## src/rtl/prio_encoder_pipe.sv

```systemverilog
// Registered N-bit priority encoder with valid/ready on both sides, multi-hot flag and
// a saturating drop counter. Define ENC_RR_EN for round-robin priority (LSB_FIRST ignored).
module prio_encoder_pipe #(
  parameter int N         = 8,
  parameter bit LSB_FIRST = 1'b1,
  parameter int CNT_W     = 8
) (
  input  logic                 clk,
  input  logic                 reset,
  input  logic                 in_valid,
  output logic                 in_ready,
  input  logic [N-1:0]         in,
  output logic                 out_valid,
  input  logic                 out_ready,
  output logic [$clog2(N)-1:0] out,
  output logic                 multi,
  output logic [CNT_W-1:0]     drop_cnt
);

  localparam int W = $clog2(N);

  logic         accept;
  logic         nonzero;
  logic         multi_c;
  logic [W-1:0] win;

  // Handshake: a word is taken when in_valid && in_ready at the rising edge; in_ready is
  // high whenever the output register is empty or being drained this cycle.
  assign in_ready = !out_valid || out_ready;
  assign accept   = in_valid && in_ready;
  assign nonzero  = |in;
  // Clearing the lowest set bit leaves something only when two or more bits are set.
  assign multi_c  = |(in & (in - N'(1)));

`ifdef ENC_RR_EN
  logic [W-1:0]   ptr;
  logic [2*N-1:0] dbl;
  logic [N-1:0]   rot;
  logic [W-1:0]   off;
  logic [W:0]     sum;

  // Rotate so the search start lands at bit 0, find the lowest set bit, then undo the rotation.
  always_comb begin
    dbl = {in, in} >> ptr;
    rot = dbl[N-1:0];
    off = '0;
    for (int k = N - 1; k >= 0; k--) begin
      if (rot[k]) off = W'(k);
    end
    sum = {1'b0, ptr} + {1'b0, off};
    if (sum >= (W+1)'(N)) sum = sum - (W+1)'(N);
    win = sum[W-1:0];
  end

  always_ff @(posedge clk or posedge reset) begin
    if (reset) begin
      ptr <= '0;
    end else if (accept && nonzero) begin
      ptr <= (win == W'(N - 1)) ? '0 : win + W'(1);
    end
  end
`else
  always_comb begin
    win = '0;
    if (LSB_FIRST) begin
      for (int i = N - 1; i >= 0; i--) begin
        if (in[i]) win = W'(i);
      end
    end else begin
      for (int i = 0; i < N; i++) begin
        if (in[i]) win = W'(i);
      end
    end
  end
`endif

  // out and multi only load on a nonzero accept, so they hold their last value otherwise.
  always_ff @(posedge clk or posedge reset) begin
    if (reset) begin
      out_valid <= 1'b0;
      out       <= '0;
      multi     <= 1'b0;
      drop_cnt  <= '0;
    end else if (accept) begin
      if (nonzero) begin
        out_valid <= 1'b1;
        out       <= win;
        multi     <= multi_c;
      end else begin
        out_valid <= out_valid && !out_ready;
        if (drop_cnt != {CNT_W{1'b1}}) drop_cnt <= drop_cnt + CNT_W'(1);
      end
    end else if (out_ready) begin
      out_valid <= 1'b0;
    end
  end

endmodule
```

## config.mk

```make
export PLATFORM = sky130hd
export DESIGN_NAME = prio_encoder_pipe
export DESIGN_NICKNAME = d
export VERILOG_FILES = /design/src/rtl/prio_encoder_pipe.sv
export SDC_FILE = /design/constraint.sdc
export NUM_CORES = 1
export LEC_CHECK = 0
export CAP_MARGIN = 20
export CELL_PAD_IN_SITES_DETAIL_PLACEMENT = 1
export CELL_PAD_IN_SITES_GLOBAL_PLACEMENT = 1
export CORE_MARGIN = 2
export CORE_UTILIZATION = 33
export CTS_BUF_LIST = sky130_fd_sc_hd__clkbuf_8
export CTS_CLUSTER_SIZE = 28
export DETAILED_ROUTE_END_ITERATION = 7
export GPL_TIMING_DRIVEN = 0
export PLACE_DENSITY = 0.9
export SLEW_MARGIN = 20
export SYNTH_ARGS = -nofsm -noshare
export SYNTH_HDL_FRONTEND = slang
export SYNTH_SLANG_ARGS = --single-unit
```

## constraint.sdc

```tcl
create_clock -name clk -period 1.95 [get_ports clk]
set_input_delay 0.195 -clock clk [delete_from_list [all_inputs] [get_ports clk]]
set_output_delay 0.195 -clock clk [all_outputs]
set_load 0.01 [all_outputs]
```

### Word level (Yosys, flattened, before mapping)

Cells that the tools add are included.

| word-level totals | value |
|---|---|
| register bits | 13 |
| output and inout bits | 14 |
| word-level logic and storage cells | 30 |

| operators by class | value |
|---|---|
| add/subtract/negate cells | 2 |
| eq/ne operators | 1 |
| muxes and demuxes | 11 |
| bitwise logic cells | 2 |
| reductions and logical operators | 10 |

Operator list:

| cell | count |
|---|---|
| 3-bit two-way mux | 8 |
| 8-bit OR reduction | 2 |
| 8-bit by 1-bit adder with 8-bit output, second input constant | 1 |
| 8-bit AND | 1 |
| 8-bit != test, second input constant | 1 |
| 8-bit by 1-bit subtractor with 8-bit output, second input constant | 1 |
| 1-bit two-way mux | 3 |
| 3-bit AND reduction | 1 |
| 1-bit logical AND | 2 |
| 1-bit zero test | 2 |
| 2-bit AND reduction | 1 |
| 2-bit nonzero test | 1 |
| 1-bit logical OR | 1 |
| 1-bit inverter | 1 |

### Depth between registers and ports, before layout

| depth | value |
|---|---|
| word-level depth | 8 |
| depth in mapped cells | 5 |
| mapped depth without buffers | 5 |

### Worst setup path after synthesis

Ideal clock, no wire load.

| timing | value |
|---|---|
| path type | input port to flip-flop |
| from | in in[4] |
| to | reg drop_cnt[1] |
| setup time | 125 ps |
| arrival time | 1602 ps |
| required time | 1825 ps |
| setup slack | 223 ps |
| stages | 4 |
| buffers on the path | 0 |
| path through | or4_4 -> nor4b_4 -> and3_4 -> mux2_2 |

| on the way | value |
|---|---|
| word-level cells in the longest chain between the ends | 3 |

Ends and longest elaborated chain:

| item | line | text |
|---|---|---|
| start, declared | 12 | `input logic [N-1:0] in,` |
| 8-bit OR reduction | 31 | `assign nonzero = \|in;` |
| 1-bit inverter (no source line) | n/a |  |
| 3-bit AND reduction (no source line) | n/a |  |
| end signal, assigned | 91 | `if (drop_cnt != {CNT_W{1'b1}}) drop_cnt <= drop_cnt + CNT_W'(1);` |
| end, declared | 17 | `output logic [CNT_W-1:0] drop_cnt` |

No other way between the ends.
A chain may end at the register's enable or synchronous reset.

### Worst setup path in the final report

| timing | value |
|---|---|
| from | in in[5] |
| to | reg drop_cnt[1] |

The elaborated chain is that of the path after synthesis.

==> summary.txt <==
STA
  – Final Hold Violating Endpoints: 0
  – Number of max-slew violations in the final report: 0
  – Setup slack of the critical path after layout: 0.0765 ns
  – Tcrit/Tclk final: 0.961
  – Relative slew margins: 0.676
  – # setup viols final: 0
  – Clock Skews: 0.00586 ns
  – Setup repair after global routing missed its margin: no
  – Fin crit period: 1.87 ns
  – Worst hold margin: 0.277 ns
  – Transition time of the tightest slew-check pin: 0.485 ns
  – Upper clock frequency limit: 534 MHz

Cells and area
  – Finished Layout Cells: 128
  – Layout Nets: 115
  – N_diodes: 0
  – Layout cells sized above 1: 0.109
  – Fraction of the core area covered by cells at the end of the flow: 0.529
  – Signed area change from the synthesized netlist to the final layout: 47.6%
  – Fill cells: 235

Synth
  – Syn Std Cell Area: 718 um^2
  – Main combinational cell family by area after synthesis: simple AND/OR/NAND/NOR gates
  – EDFF count, synth: 0
  – Leading register cell type out of synthesis: sky130_fd_sc_hd__dfrtp_1
  – Share of synthesized area spent on multiplexers: 0.0157
  – Synth Area in Simple Gates: 0.272
  – Adder and majority cell fraction of the synthesized area: 0.0314
  – Unique masters post-synth: 29
  – Synth Area in Compound Gates: 0.127
  – Number of flip-flops and latches in the synthesized netlist: 13
  – Count of mapped cells out of synthesis: 72
  – Yosys warns: 0
  – Total nets after synthesis: 85
  – Average instance area after synthesis: 9.97 um^2
  – Share of synthesized flip-flops with an asynchronous set or reset: 1.00
  – Sequential fraction of the synthesis area: 0.453
  – Area share of xor/xnor cells in the synthesized design: 0.0854

Routing
  – Total routed wire length on the met1 layer: 742 um
  – WL/cell: 14.2 um
  – Initial drt markers: 3
  – Highest metal used: met4
  – Number of detailed-routing iterations run before antenna repair: 4
  – Vias per Instance: 5.23
  – Final WL: 1820 um
  – Post-route DRC violation count: 0
  – Final ANT Viol Nets: 0
  – Routed length on met3: 80 um
  – Met2 routed WL: 956 um
  – Via count: 670

Floorplan
  – Cell row count: 16
  – Number of top-level pins: 26
  – Core footprint: 2000 um^2
  – Overall die width: 50.7 um
  – Die Ht: 50.7 um
  – Total Die Area: 2570 um^2
  – Initial cell density of the core: 0.359

Setup path
  – Master of the slowest instance on the critical path: sky130_fd_sc_hd__or4_4
  – Required time worst endpoint: 2.07 ns
  – Critical Path Source Type: input port
  – Maximum fanout count along the critical path: 6
  – Critical path destination: drop_cnt[1]
  – Kind of end point of the critical path: flip-flop
  – Worst endpoint data arrival time: 2.00 ns
  – Worst R2R End: drop_cnt[1]
  – Kind of critical path: in -> reg
  – Maximum single-stage delay on the critical path: 0.60 ns
  – Crit. Startpoint: in[5]
  – Depth of the worst register-to-register path: 4
  – Minimum setup slack among reg-to-reg paths: 0.32 ns
  – Worst path depth: 5
  – Ordered list of cells on the worst path: dlygate4sd2_1, or4_4, nor4b_4, and3_4, mux2_2
  – Cell family contributing the most delay on the critical path: simple AND/OR/NAND/NOR gates
  – Buf+Inv Stages, Crit Path: 1
  – Start of the worst register-to-register path: out_valid

CTS
  – TritonCTS clock tree: yes
  – CTS Root Buffer Type: sky130_fd_sc_hd__clkbuf_8
  – Clock transition at the registers of the reported paths: 0.06 ns
  – Worst-skew pair later-pin latency: 0.24 ns
  – Number of CTS-inserted buffers: 3
  – H-tree depth reported by CTS: 1
  – Number of buffers between clock root and the deepest sink: 2
  – Count of clock tree sinks: 13
  – Setup Fix Bufs, Post-CTS: 0

Power and ir drop
  – Pwr dens: 604 nW/um^2
  – P_leak: 0.462 nW
  – Final total power: 0.641 mW
  – Maximum ir drop on the vdd rail: 0.000390 V

Place
  – Number of buffers inserted by port buffering: 25
  – HPWL after DPL: 1410 um
  – Placed cells: 124
  – Gpl congestion: 0.759
  – Placement-stage worst setup slack: -0.391 ns

Global routing
  – Wire length of the first global-routing pass: 3130 um
  – Gr ovfl total: 0
  – Gr usage total: 0.166
  – Via count of the first global-routing pass: 750
  – Antenna violations before repair: 0
  – Pin count of the biggest net entering global routing: 14

Status
  – Run status: finished, final reports clean

Job
  – Max capacitance violation total: 0

Min path
  – Min-Delay Path Class: in -> async
==> routing by layer <==
layer | GRT usage | vias up
li1 | - | 324
met1 | 0.168 | 319
met2 | 0.309 | 22
met3 | 0.0357 | 5
met4 | 0.0991 | 0
met5 | 0 | -
==> state kept, by name (all words and copies together) (netlist names) <==
signal / cells
out: 3
drop_cnt: 8
multi: 1
out_valid: 1
==> per-stage QoR <==
| step | instance area [um^2] | setup TNS (ns) |
|---|---|---|
| global route | 1060 | 0 |
| finish | 1060 | 0 |
| global placement | 1000 | -3.05 |
| CTS | 1040 | 0 |
| floorplan | 718 | 0 |
| detailed placement | 1000 | -3.69 |
==> report_power, final <==
group	internal (mW)	switching, mW	leakage, nW
combinational	0.0588	0.0525	0.267
clock	0.141	0.0972	0.0255
sequential	0.283	0.00854	0.170
total	0.482	0.158	0.462
==> layout make-up <==
class / instances / area, um^2 / area share
tap: 27 / 33.8 / 0.0319
multi-input combinational: 56 / 394 / 0.372
inverter: 3 / 11.3 / 0.0106
timing repair buffer: 25 / 249 / 0.235
sequential: 13 / 325 / 0.307
clock inverter: 1 / 5.00 / 0.00472
clock buffer: 3 / 41.3 / 0.0390
==> cells by family (layout without fill, tap and decap cells) <==
logic type | Yosys count | in the layout
xor+xnor | 7 | 7
compound gates | 15 | 15
buf+inv | 3 | 32
mux | 1 | 1
fa+ha+maj | 2 | 2
simple gates | 31 | 31
flops | 13 | 13
==> placed cells by master (no fill, tap or decap), drive strengths merged, types with 2 or more instances in the layout <==
master	n
clkdlybuf4s50	21
dfrtp	13
nand2	6
a21oi	5
nor3	5
nor2	4
xnor2	4
nand4	3
xor2	3
inv	3
a31oi	3
o21ai	3
clkbuf	3
dlygate4sd2	3
nand3	3
and3	2
==> worst min path at each step <==
stage / from / endpoint / slack [ns] / depth (start not counted)
after floorplan: reset / drop_cnt[0] / 0.07 / 1
after global placement: out[1] / out[1] / 0.47 / 2
after detailed placement: out[1] / out[1] / 0.47 / 2
after CTS: reset / drop_cnt[5] / 0.30 / 2
after global routing: reset / drop_cnt[4] / 0.34 / 2
final: reset / drop_cnt[5] / 0.28 / 2
==> timing repair <==
action	in CTS	in global routing
resized for setup	3	4
pin swaps	2	2
hold buffers	0	0
setup endpoints to repair	10	8
==> Yosys cell counts, types with 3 or more instances <==
cell	n	area share
sky130_fd_sc_hd__nand4_1	3	0.026
sky130_fd_sc_hd__nand3_1	3	0.021
sky130_fd_sc_hd__a21oi_1	5	0.035
sky130_fd_sc_hd__xor2_1	3	0.037
sky130_fd_sc_hd__inv_1	3	0.016
sky130_fd_sc_hd__dfrtp_1	13	0.45
sky130_fd_sc_hd__o21ai_0	3	0.021
sky130_fd_sc_hd__a31oi_1	3	0.026
sky130_fd_sc_hd__nor3_1	5	0.035
sky130_fd_sc_hd__nand2_1	6	0.031
sky130_fd_sc_hd__nor2_1	4	0.021
sky130_fd_sc_hd__xnor2_1	4	0.049
Power figures use the tool's default switching activity.
